**config.mk**
```make
export PLATFORM = sky130hd
export DESIGN_NAME = booth_mul4_seq
export DESIGN_NICKNAME = d
export VERILOG_FILES = /design/src/rtl/booth_mul4_seq.sv
export SDC_FILE = /design/constraint.sdc
export NUM_CORES = 1
export LEC_CHECK = 0
export ABC_AREA = 1
export CAP_MARGIN = 10
export CORE_UTILIZATION = 26
export DETAILED_ROUTE_END_ITERATION = 7
export SYNTH_ARGS = -nofsm -noshare
export SYNTH_HDL_FRONTEND = slang
export SYNTH_SLANG_ARGS = --single-unit
```
**constraint.sdc**
```tcl
create_clock -name clk -period 1.7 [get_ports clk]
set_input_delay 0.34 -clock clk [delete_from_list [all_inputs] [get_ports clk]]
set_output_delay 0.34 -clock clk [all_outputs]
set_load 0.02 [all_outputs]
```
**src/rtl/booth_mul4_seq.sv**
```systemverilog
// Sequential radix-2 Booth controller for 4x4 signed multiplication.
// Each CALC cycle runs one Booth step. The add/subtract itself is done by an external 4-bit stage.
module booth_mul4_seq (
  input  logic       clk,
  input  logic       rst_n,
  input  logic       start,
  input  logic [3:0] a,
  input  logic [3:0] b,
  output logic       busy,
  output logic       done,
  output logic [7:0] product,
  output logic [3:0] adder_x,
  output logic [3:0] adder_y,
  output logic       adder_sub,
  input  logic [3:0] adder_z,
  input  logic       adder_cout
);

  localparam logic [1:0] IDLE = 2'd0;
  localparam logic [1:0] CALC = 2'd1;
  localparam logic [1:0] DONE = 2'd2;

  logic [1:0] state_q, state_d;
  logic [3:0] acc_q, acc_d;
  logic [3:0] mq_q, mq_d;
  logic       qm1_q, qm1_d;
  logic [3:0] mcand_q, mcand_d;
  logic [1:0] cnt_q, cnt_d;
  logic [7:0] product_q, product_d;

  logic       step_op;
  logic [3:0] step_s;
  logic       step_e;

  // Adder operands come only from registers, so the path through the external stage cannot loop.
  assign adder_x   = acc_q;
  assign adder_y   = mcand_q;
  assign adder_sub = mq_q[0] & ~qm1_q;

  assign busy    = (state_q == CALC);
  assign done    = (state_q == DONE);
  assign product = product_q;

  // Pairs 01 and 10 use the stage result. The sign bit is rebuilt as bit 4 of the
  // sign-extended sum, which keeps M = -8 exact.
  assign step_op = mq_q[0] ^ qm1_q;
  assign step_s  = step_op ? adder_z : acc_q;
  assign step_e  = step_op ? (acc_q[3] ^ mcand_q[3] ^ adder_sub ^ adder_cout) : acc_q[3];

  always_comb begin
    state_d   = state_q;
    acc_d     = acc_q;
    mq_d      = mq_q;
    qm1_d     = qm1_q;
    mcand_d   = mcand_q;
    cnt_d     = cnt_q;
    product_d = product_q;
    case (state_q)
      IDLE: begin
        if (start) begin
          acc_d   = 4'd0;
          mq_d    = b;
          qm1_d   = 1'b0;
          mcand_d = a;
          cnt_d   = 2'd0;
          state_d = CALC;
        end
      end
      CALC: begin
        acc_d = {step_e, step_s[3:1]};
        mq_d  = {step_s[0], mq_q[3:1]};
        qm1_d = mq_q[0];
        cnt_d = cnt_q + 2'd1;
        if (cnt_q == 2'd3) begin
          product_d = {step_e, step_s[3:1], step_s[0], mq_q[3:1]};
          state_d   = DONE;
        end
      end
      DONE:    state_d = IDLE;
      default: state_d = IDLE;
    endcase
  end

  always_ff @(posedge clk) begin
    if (!rst_n) begin
      state_q   <= IDLE;
      acc_q     <= 4'd0;
      mq_q      <= 4'd0;
      qm1_q     <= 1'b0;
      mcand_q   <= 4'd0;
      cnt_q     <= 2'd0;
      product_q <= 8'd0;
    end else begin
      state_q   <= state_d;
      acc_q     <= acc_d;
      mq_q      <= mq_d;
      qm1_q     <= qm1_d;
      mcand_q   <= mcand_d;
      cnt_q     <= cnt_d;
      product_q <= product_d;
    end
  end

endmodule

```
Word level (Yosys, flattened, before mapping)
Index checks and enable logic that the tools add are counted.
Storage, ports and cells
  output and inout bits: 19
  input bits: 16
  register bits after elaboration: 25
  logic and storage cells: 38
Operators by class
  bitwise logic cells: 6
  multiplexer cells: 13
  eq/ne operators: 5
  $add $sub $neg: 1
  reductions and logical operators: 6
Operator list (count)
  $pmux W4 S2: 2
  $mux W4: 3
  $pmux W2 S2: 2
  $reduce_and A2 Y1: 4
  $mux W2: 3
  $eq A2 B2 Y1 const B: 2
  $xor A1 B1 Y1: 4
  $add A2 B1 Y2 const B: 1
  $eq A2 B1 Y1 const B: 1
  $logic_not A2 Y1: 1
  $mux W1: 2
  $ne A2 B1 Y1 const B: 1
  $ne A2 B2 Y1 const B: 1
  $pmux W1 S2: 1
  $reduce_bool A2 Y1: 1
  $and A1 B1 Y1: 1
  $not A1 Y1: 1

Longest topological paths before layout
Gate-level depths: netlist of the first run.
  depth after elaboration: 6
  depth in mapped cells: 12
  mapped depth without buffers: 12

Least setup slack after synthesis of the first run
Ideal clock, no wire load.
  kind: flip-flop to flip-flop
  from: register mq_q[0]
  to: register product_q[7], in the netlist product[7]
  clock period less this slack: 1245 ps
  library setup time: 109 ps
  setup slack: 455 ps
  data arrival time: 1136 ps
  buffers on the path: 0
  data required time: 1591 ps
  cell stages (with the launch flop): 11
  cell sequence: dfxtp_1 -> ha_1 -> inv_1 -> nand2_1 -> nand3_1 -> nand3_1 -> nand2_1 -> nand2_1 -> nand2_1 -> nand2_1 -> inv_1
On the way
  word-level cells in the longest chain between the ends: 4
  elaborated cells on any way between the ends: 5
  those cells by class: 1 x mux; 4 x bitwise
Ends and longest elaborated chain
  start: declaration: line 25  | logic [3:0] mq_q, mq_d;
  start signal: assignment: line 96  | mq_q <= mq_d;
  $and A1 B1 Y1: line 38  | assign adder_sub = mq_q[0] & ~qm1_q;
  via adder_sub: line 14  | output logic adder_sub,
  $xor A1 B1 Y1 (2 in a row): line 48  | assign step_e = step_op ? (acc_q[3] ^ mcand_q[3] ^ adder_sub ^ adder_cout) : acc_q[3];
  $mux W1: line 48
  end signal: assignment: line 100  | product_q <= product_d;
  end: declaration: line 29  | logic [7:0] product_q, product_d;
The timed path passes the listed nets, and every way through them passes these cells.
A chain may end at the register's enable or synchronous reset.

Worst setup path in the final report of the first run
  from: register acc_q[3], in the netlist adder_x[3]
  to: output adder_x[3]
RTL lines
  start: declaration: line 24  | logic [3:0] acc_q, acc_d;
  start signal: assignment: line 87  | acc_q <= 4'd0;
  start signal: assignment: line 95  | acc_q <= acc_d;
  end: declaration: line 12  | output logic [3:0] adder_x,
No word-level cell between the ends.

==> results.rst, run 1 <==
.. list-table::
   :header-rows: 1

   * - Metric
     - Value
   * - Result of the run
     - finished clean
   * - Worst relative slew slack
     - 0.770
   * - Proportion of register bits with asynchronous set or reset after synthesis
     - 0
   * - Average wire length per cell after detail routing
     - 10.7 um
   * - Endpoint of the worst-slack reg-to-reg timing path
     - mq_q[3]
   * - Root buffer cell
     - clkbuf_8
   * - Leakage component of the power
     - between 0.6 and 0.7 nW
   * - Layout cell share with drive strength beyond 1
     - 0.0843
   * - Final cycle utilization of the critical path
     - 0.938
   * - Primary FF master, synth
     - dfxtp_1
   * - Setup skew after layout
     - 3.11 ps
   * - Detailed-route wire length
     - 2430 um
   * - Cell Area, Placed
     - 0.00148 mm2
   * - Distinct cell type count after synthesis
     - 22
   * - Area overhead of the layout relative to synthesis
     - 42.6%
   * - Number of instances in the synthesized netlist
     - 139
   * - Number of H-tree levels
     - 1
   * - Total buffers and inverters traversed by the critical path
     - 1
   * - Resize count post-CTS
     - 2
   * - Number of max-slew violations in the final report
     - 0
   * - Combinational share of power
     - 0.194
   * - Yosys top cell area share
     - 0.469
   * - Total negative setup slack
     - 0 ps
   * - Maximum clock path buffer count
     - 2
   * - Number of enable-type register cells in the synthesized netlist
     - 0
   * - Kind of launch point of the worst setup path
     - flip-flop
   * - Area of the mapped netlist
     - 0.00107 mm2
   * - R2R depth
     - 9
   * - Die area
     - between 0.004 and 0.005 mm2
   * - CP Data Required Time
     - around 1400 ps
   * - Hold Crit Depth
     - 2
   * - Hold Path Class
     - reg -> reg
   * - Cell-internal power
     - 0.884 mW
   * - Final Instance Area
     - 0.00152 mm2
   * - Cts bufs inserted
     - 3
   * - Post-CTS setup buffer count
     - 0
   * - Achievable Freq
     - 627 MHz
   * - Number of I/O port buffers
     - 34
   * - Vias per Instance
     - 4.30
   * - Cell with the biggest individual delay on the critical path
     - clkdlybuf4s50_1
   * - Cell taking the most area after synthesis
     - dfxtp_1
   * - Sequential power share
     - 0.522
   * - Top post-synthesis cells by count
     - 31 x nand2_1, 25 x dfxtp_1, 16 x inv_1, 11 x a21oi_1, 10 x nand3_1
   * - Dominant cell by count in the synthesized netlist
     - nand2_1
   * - Number of nets with antenna violations after routing
     - 0
   * - Count of routing violations after the opening detailed-route iteration
     - 44
   * - Chip height
     - 66.0 um
   * - Critical path class
     - reg -> out
   * - Die W
     - 66.0 um
   * - Ratio of total power to cell area
     - 793 mW/mm2
   * - Leftover overflow at the end of global routing
     - 0
   * - Peak supply drop
     - 0.244 mV
   * - Global router's overall resource usage
     - 0.122
   * - Share of synthesized area occupied by flip-flops and latches
     - 0.469
   * - DRC Markers
     - 0
   * - First-pass GRT wire length
     - 4020 um
   * - Insertion delay of the later-clocked pin in the worst-skew pair
     - ~260 ps
   * - Clock tree sinks
     - 25
   * - Slowest stage delay, CP
     - 620 ps
   * - Routability Congestion
     - 0.725
   * - Placed wire-length estimate after detailed placement
     - 1880 um
   * - Ordered list of cells on the worst path
     - clkdlybuf4s50_1
   * - Synthesized netlist net count
     - 157
   * - Hold bufs inserted after CTS
     - 0
   * - Core Box Area
     - 0.00380 mm2
   * - Antenna Diode Count
     - 0
   * - Number of max-cap violations
     - 0
   * - Actual slew at the worst max-slew pin
     - 344 ps
   * - DR pass1 iterations
     - 4
   * - Hold endpoint
     - qm1_q
   * - Cell family with the largest share of critical-path delay
     - buffers and inverters
   * - Clock transition at the registers of the reported paths
     - 80 ps
   * - Total of flip-flops plus latches after synthesis
     - 25
   * - Arrival time of the worst setup path
     - between 1000 and 1500 ps
   * - Switching portion of total power
     - 0.267
   * - Worst setup EP type
     - output port
   * - Highest net fanout along the worst path
     - 4
   * - Clock group share of total power
     - 0.284
   * - Number of fillers in the final layout
     - about 440
   * - Clock tree from TritonCTS
     - done
   * - Worst path depth
     - 1
   * - Number of top-level pins
     - 35
   * - Reg-to-reg slack, setup
     - ~290 ps
   * - Number of global-route vias before repair
     - 869
   * - Setup repair after global routing missed its margin
     - false
   * - Initial antenna violation count
     - 0
   * - Maximum number of pins on one net before global-route repair
     - 14
   * - Number of nets in the layout
     - between 150 and 200
   * - Biggest area contributors in the synthesized netlist
     - dfxtp_1 47%, nand2_1 11%, inv_1 5.6%
   * - R2R Path Start
     - qm1_q
   * - Average instance area after synthesis
     - 7.67 um2
   * - Hold Fails Final Rpt
     - 0
   * - Worst Hold Launch
     - qm1_q
   * - Net switching power of the design
     - 0.322 mW
   * - Min cycle time layout
     - about 1600 ps
   * - Vias post-DR
     - 972
   * - Yosys warnings
     - 0
   * - Initial core utilization
     - 0.281
   * - Row count
     - 22
   * - Final setup violation count
     - 0
[power groups by stage]
stage,sequential [mW],clock (mW),combinational (mW)
2_1_floorplan,0.654,0,0.126
3_3_place_gp,0.643,0,0.239
3_5_place_dp,0.643,0,0.240
4_1_cts,0.630,0.360,0.237
5_1_grt,0.634,0.386,0.260
6_report,0.629,0.343,0.234
[cells in the final DEF (no fill, tap or decap), types with 2 or more instances in the layout]
| cell | n |
|---|---|
| buf_4 | 4 |
| inv_2 | 3 |
| o21ai_0 | 8 |
| a21oi_1 | 11 |
| clkbuf_8 | 3 |
| or2_0 | 2 |
| dfxtp_1 | 25 |
| nor2_1 | 8 |
| inv_1 | 16 |
| mux2i_1 | 2 |
| clkdlybuf4s50_1 | 31 |
| nand2_2 | 2 |
| ha_1 | 2 |
| nand2_1 | 31 |
| nand3_1 | 10 |
| dlygate4sd2_1 | 2 |
| o21ai_1 | 9 |
[state kept, by name, summed over array words and instances, names as in the netlist]
name,flops
cnt_q,2
product,8
qm1_q,1
adder_y,4
adder_x,4
mq_q,4
state_q,2
[layout make-up]
class                      instances  area (um2)  area share
sequential                        25         500       0.329
multi-input combinational         91         467       0.307
timing repair buffer              38         370       0.244
inverter                          20        77.6      0.0510
tap                               48        60.1      0.0395
clock buffer                       4        45.0      0.0296
[metal layers]
metal | vias to the layer above | GRT usage | part of all wire
li1 | 527 | - | -
met2 | 23 | 0.189 | 0.46
met1 | 420 | 0.166 | 0.50
met3 | 2 | 0.0259 | 0.041
met4 | 0 | 0.0399 | 0.0049
met5 | - | 0 | 0
[worst max-delay path by stage]
stage                from         end  slack (ps)
3_5_place_dp      mq_q[0]   adder_sub         170
3_3_place_gp      mq_q[0]   adder_sub         170
5_1_grt        adder_x[3]  adder_x[3]          40
2_1_floorplan     mq_q[0]  product[7]         460
6_report       adder_x[3]  adder_x[3]         100
4_1_cts        state_q[1]        done          30
[worst min-delay path: stages (launching register included)]
cell and delay, ps:
dfxtp_1 320, nand2_1 60, a21oi_1 50
[cell families (layout without fill, tap and decap cells)]
logic type	after synthesis	in the layout	share of synthesized area
flops	25	25	0.469
fa+ha+maj	2	2	0.0235
compound gates	31	31	0.153
buf+inv	23	62	0.0927
mux	2	2	0.0188
simple gates	56	56	0.243
[per-stage QoR]
stage	instances	worst slack [ps]	hold slack (ps)	total power [mW]	util
6_report	226	105	465	1.21	0.400
5_1_grt	226	39.9	489	1.28	0.400
3_5_place_dp	222	165	451	0.883	0.388
3_3_place_gp	222	171	450	0.882	0.388
4_1_cts	226	31.0	465	1.23	0.400
2_1_floorplan	139	455	428	0.781	-
Power figures use the tool's default switching activity.
==> run 2: changes to the inputs <==
--- a/config.mk
+++ b/config.mk
@@ -7,8 +7,12 @@
 export LEC_CHECK = 0
 export ABC_AREA = 1
 export CAP_MARGIN = 10
+export CELL_PAD_IN_SITES_DETAIL_PLACEMENT = 0
+export CELL_PAD_IN_SITES_GLOBAL_PLACEMENT = 1
 export CORE_UTILIZATION = 26
 export DETAILED_ROUTE_END_ITERATION = 7
+export PLACE_DENSITY_LB_ADDON = 0.1
+export SLEW_MARGIN = 40
 export SYNTH_ARGS = -nofsm -noshare
 export SYNTH_HDL_FRONTEND = slang
 export SYNTH_SLANG_ARGS = --single-unit
==> results.rst, run 2 (same netlist as run 1, synthesis figures left out) <==
.. list-table::
   :header-rows: 1

   * - Metric
     - Value
   * - Critical path class
     - reg -> out
   * - Core Box Area
     - 0.00380 mm2
   * - Hold Fails Final Rpt
     - 0
   * - Arrival time of the worst setup path
     - 1250 ps
   * - Setup repair after global routing missed its margin
     - false
   * - Die W
     - approximately 66 um
   * - Commonest cells after routing, fill and taps aside
     - 31 x nand2_1, 31 x clkdlybuf4s50_1, 25 x dfxtp_1, 16 x inv_1, 11 x a21oi_1
   * - CP Data Required Time
     - 1360 ps
   * - Number of I/O port buffers
     - 34
   * - Maximum clock path buffer count
     - 2
   * - Final cycle utilization of the critical path
     - 0.935
   * - Number of global-route vias before repair
     - slightly above 900
   * - Kind of launch point of the worst setup path
     - flip-flop
   * - DRC Markers
     - 0
   * - Area overhead of the layout relative to synthesis
     - 42.0%
   * - Cts bufs inserted
     - 3
   * - Register Area
     - around 500 um2
   * - Leftover overflow at the end of global routing
     - 0
   * - Achievable Freq
     - between 600 and 700 MHz
   * - Average wire length per cell after detail routing
     - around 11 um
   * - Highest net fanout along the worst path
     - 3
   * - Setup skew after layout
     - between 7 and 8 ps
   * - Total negative setup slack
     - 0 ps
   * - Initial antenna violation count
     - 0
   * - Routability Congestion
     - 0.753
   * - Hold Crit Depth
     - 2
   * - Number of fillers in the final layout
     - roughly 400
   * - Number of H-tree levels
     - 1
   * - Vias post-DR
     - between 900 and 1000
   * - Number of max-slew violations in the final report
     - 0
   * - Leakage component of the power
     - 0.668 nW
   * - Clock tree from TritonCTS
     - done
   * - Worst path depth
     - 1
   * - Ratio of total power to cell area
     - approximately 800 mW/mm2
   * - Final setup violation count
     - 0
   * - Layout cell share with drive strength beyond 1
     - 0.0847
   * - Placed wire-length estimate after detailed placement
     - 1920 um
   * - Min cycle time layout
     - 1590 ps
   * - DR pass1 iterations
     - 4
   * - Die area
     - approximately 0.0044 mm2
   * - Clock tree sinks
     - 25
   * - Vias per Instance
     - 4.35
   * - Chip height
     - 66.0 um
   * - Global router's overall resource usage
     - 0.130
   * - R2R depth
     - 8
   * - Post-CTS setup buffer count
     - 0
   * - Hold bufs inserted after CTS
     - 0
   * - Row count
     - 22
   * - Multi-input gate area
     - 467 um2
   * - Pre-CTS setup slack
     - ~150 ps
   * - Slowest stage delay, CP
     - 620 ps
   * - Worst relative slew slack
     - 0.782
   * - Ordered list of cells on the worst path
     - clkdlybuf4s50_1
   * - First-pass GRT wire length
     - 4260 um
   * - Cell with the biggest individual delay on the critical path
     - clkdlybuf4s50_1
   * - Insertion delay of the later-clocked pin in the worst-skew pair
     - 270 ps
   * - Max FFs per register
     - 8
   * - Root buffer cell
     - clkbuf_8
   * - Count of routing violations after the opening detailed-route iteration
     - 28
   * - Actual slew at the worst max-slew pin
     - roughly 330 ps
   * - Cell family with the largest share of critical-path delay
     - buffers and inverters
   * - Detailed-route wire length
     - 2550 um
   * - Worst setup EP type
     - output port
   * - Result of the run
     - finished clean
   * - Cell Area, Placed
     - 0.00147 mm2
   * - Maximum number of pins on one net before global-route repair
     - 15
   * - Resize count post-CTS
     - 2
   * - Total buffers and inverters traversed by the critical path
     - 1
   * - Clock transition at the registers of the reported paths
     - about 80 ps
   * - Number of nets in the layout
     - 196
   * - Hold Path Class
     - reg -> reg
   * - Antenna Diode Count
     - 0
   * - Post-layout worst setup margin
     - 111 ps
   * - Number of nets with antenna violations after routing
     - 0
   * - Number of max-cap violations
     - 0
   * - Final Instance Area
     - 0.00151 mm2
   * - Number of top-level pins
     - 35
   * - Initial core utilization
     - 0.281
   * - Peak supply drop
     - 0.304 mV
## run 2: changes by cell type in the layout (fill, tap and decap cells not counted)
cell      before  now
buf_4          4    3
clkbuf_1       1    0
clkinv_2       0    1
## run 2: through the flow
stage	hold WS, ps	power (mW)	cells	util
detailed placement	455	0.884	221	0.386
global placement	450	0.882	221	0.386
floorplan	428	0.781	139	-
global route	495	1.30	225	0.399
finish	464	1.21	225	0.399
CTS	468	1.24	225	0.398
## run 2: path summary, 6_finish.rpt
kind,to,slack (ps),from
worst max register to register,mq_q[3],310,mq_q[0]
worst min-delay path,qm1_q,460,qm1_q
worst min register to register,qm1_q,460,qm1_q
worst max-delay path,adder_x[0],110,adder_x[0]
## run 2: cell type report
class	instances	share of cell area
Clock inverter	1	0.00331
Clock buffer	3	0.0273
Multi-Input combinational cell	91	0.308
Tap cell	48	0.0397
Sequential cell	25	0.331
Inverter	20	0.0512
Timing Repair Buffer	37	0.240
## run 2: power by group
group	switching (mW)	total, mW	internal [mW]
logic	0.131	0.233	0.102
clock network	0.187	0.350	0.164
registers	0.0158	0.629	0.613
total	0.333	1.21	0.879
## run 2: layer usage
metal  up-vias  wire, um  global-route usage  part of all wire
li1        523         -                   -                 -
met1       430      1270               0.176              0.50
met2        24      1130               0.202              0.44
met3         2       133              0.0224             0.052
met4         0        24              0.0559            0.0094
met5         -         0                   0                 0
==> run 3: changes to the inputs <==
==> constraint.sdc (replaced) <==
create_clock -name clk -period 1.7 [get_ports clk]
set_input_delay 0.255 -clock clk [delete_from_list [all_inputs] [get_ports clk]]
set_output_delay 0.255 -clock clk [all_outputs]
set_load 0.02 [all_outputs]
==> results.rst, run 3 (same netlist as run 1, synthesis figures left out) <==
.. list-table::
   :header-rows: 1

   * - Metric
     - Value
   * - Result of the run
     - finished clean
   * - Ordered list of cells on the worst path
     - clkdlybuf4s50_1
   * - Setup skew after layout
     - 5.94 ps
   * - PnR Total Power
     - 1.22 mW
   * - Endpoint of the worst-slack reg-to-reg timing path
     - mq_q[3]
   * - Root buffer cell
     - clkbuf_8
   * - Clock transition at the registers of the reported paths
     - approximately 90 ps
   * - Multi-input gate area
     - 467 um2
   * - Placed wire-length estimate after detailed placement
     - 1890 um
   * - Min cycle time layout
     - about 1500 ps
   * - Pre-CTS setup slack
     - 247 ps
   * - Worst Hold Launch
     - cnt_q[0]
   * - Peak supply drop
     - 0.285 mV
   * - Cell family with the largest share of critical-path delay
     - buffers and inverters
   * - Max FFs per register
     - 8
   * - Number of top-level pins
     - 35
   * - Vias post-DR
     - 980
   * - Achievable Freq
     - 655 MHz
   * - Vias per Instance
     - 4.38
   * - Number of nets in the layout
     - 195
   * - First-pass GRT wire length
     - between 4000 and 5000 um
   * - Maximum clock path buffer count
     - 2
   * - Number of H-tree levels
     - 1
   * - Slowest stage delay, CP
     - between 600 and 700 ps
   * - Number of global-route vias before repair
     - between 800 and 900
   * - Number of fillers in the final layout
     - about 400
   * - Hold Fails Final Rpt
     - 0
   * - Cts bufs inserted
     - 3
   * - Global router's overall resource usage
     - 0.127
   * - Initial antenna violation count
     - 0
   * - Post-CTS setup buffer count
     - 0
   * - Hold Crit Depth
     - 1
   * - Chip height
     - 66.0 um
   * - Leakage component of the power
     - 0.663 nW
   * - Actual slew at the worst max-slew pin
     - 327 ps
   * - Antenna Diode Count
     - 0
   * - Row count
     - 22
   * - Total buffers and inverters traversed by the critical path
     - 1
   * - Ratio of total power to cell area
     - 809 mW/mm2
   * - Number of I/O port buffers
     - 34
   * - CP Data Required Time
     - 1440 ps
   * - Die area
     - 0.00436 mm2
   * - Final cycle utilization of the critical path
     - 0.898
   * - Area overhead of the layout relative to synthesis
     - 41.3%
   * - Arrival time of the worst setup path
     - between 1000 and 1500 ps
   * - Insertion delay of the later-clocked pin in the worst-skew pair
     - 270 ps
   * - Reg-to-reg slack, setup
     - 290 ps
   * - Count of routing violations after the opening detailed-route iteration
     - 20
   * - Worst relative slew slack
     - 0.782
   * - Clock tree from TritonCTS
     - done
   * - Worst setup EP type
     - output port
   * - Die W
     - around 66 um
   * - Clock tree sinks
     - 25
   * - Post-layout worst setup margin
     - roughly 170 ps
   * - DRC Markers
     - 0
   * - Total negative setup slack
     - 0 ps
   * - Routability Congestion
     - roughly 0.75
   * - Commonest cells after routing, fill and taps aside
     - 31 x nand2_1, 31 x clkdlybuf4s50_1, 25 x dfxtp_1, 16 x inv_1, 11 x a21oi_1
   * - Final setup violation count
     - 0
   * - Number of max-cap violations
     - 0
   * - DR pass1 iterations
     - 4
   * - Hold bufs inserted after CTS
     - 0
   * - Initial core utilization
     - 0.281
   * - Setup repair after global routing missed its margin
     - false
   * - Kind of launch point of the worst setup path
     - flip-flop
   * - Cell with the biggest individual delay on the critical path
     - clkdlybuf4s50_1
   * - Maximum number of pins on one net before global-route repair
     - 15
   * - Hold endpoint
     - cnt_q[0]
   * - Number of max-slew violations in the final report
     - 0
   * - Hold Path Class
     - reg -> reg
   * - Leftover overflow at the end of global routing
     - 0
   * - R2R depth
     - 9
   * - Core Box Area
     - 0.00380 mm2
   * - Register Area
     - 500 um2
   * - Number of nets with antenna violations after routing
     - 0
   * - Highest net fanout along the worst path
     - 4
   * - Average wire length per cell after detail routing
     - 11.2 um
   * - Layout cell share with drive strength beyond 1
     - 0.0795
   * - Critical path class
     - reg -> out
   * - R2R Path Start
     - qm1_q
   * - Detailed-route wire length
     - 2520 um
==> run 3: cell types whose count changed in the layout (fill, tap and decap cells not counted), sizes merged <==
| cell | delta |
|---|---|
| buf | -1 |
==> run 3: final cells by class <==
class,count,share of cell area
repair buffers,36,0.236
inverters,20,0.0515
well taps,48,0.0399
clock buffers,3,0.0274
multi-input cells,91,0.310
clock inverters,1,0.00332
flip-flops and latches,25,0.332
==> run 3: per-stage QoR <==
| step | hold slack (ps) | utilization | instance area [um2] | std cells |
|---|---|---|---|---|
| 6_report | 467 | 0.397 | 1510 | 224 |
| 3_5_place_dp | 456 | 0.384 | 1460 | 220 |
| 2_1_floorplan | 414 | - | 1070 | 139 |
| 3_3_place_gp | 450 | 0.384 | 1460 | 220 |
| 4_1_cts | 469 | 0.396 | 1500 | 224 |
| 5_1_grt | 489 | 0.397 | 1510 | 224 |
==> run 3: worst max-delay path by stage <==
stage / from / to / cells after the start
6_report: adder_x[3] / adder_x[3] / 1
4_1_cts: state_q[1] / done / 3
3_5_place_dp: mq_q[0] / adder_sub / 2
2_1_floorplan: mq_q[0] / product[7] / 10
3_3_place_gp: mq_q[0] / adder_sub / 2
5_1_grt: adder_x[3] / adder_x[3] / 1
==> run 3: report_power, final <==
group / internal (mW) / leakage [nW] / switching, mW
Combinational: 0.100 / 0.434 / 0.129
Sequential: 0.613 / 0.204 / 0.0157
Clock: 0.164 / 0.0255 / 0.197
Total: 0.878 / 0.663 / 0.342
==> run 3: timing repair <==
item / CTS / global route
endpoints found under the setup margin: 2 / 1
cloned: 0 / 0
endpoints found under the hold margin: 0 / 0
resized for setup: 2 / 1
==> run 3: routing by layer <==
metal,up-vias,share of wire,track usage
li1,521,-,-
met1,433,0.49,0.160
met2,22,0.45,0.203
met3,4,0.037,0.0259
met4,0,0.014,0.0638
met5,-,0,0
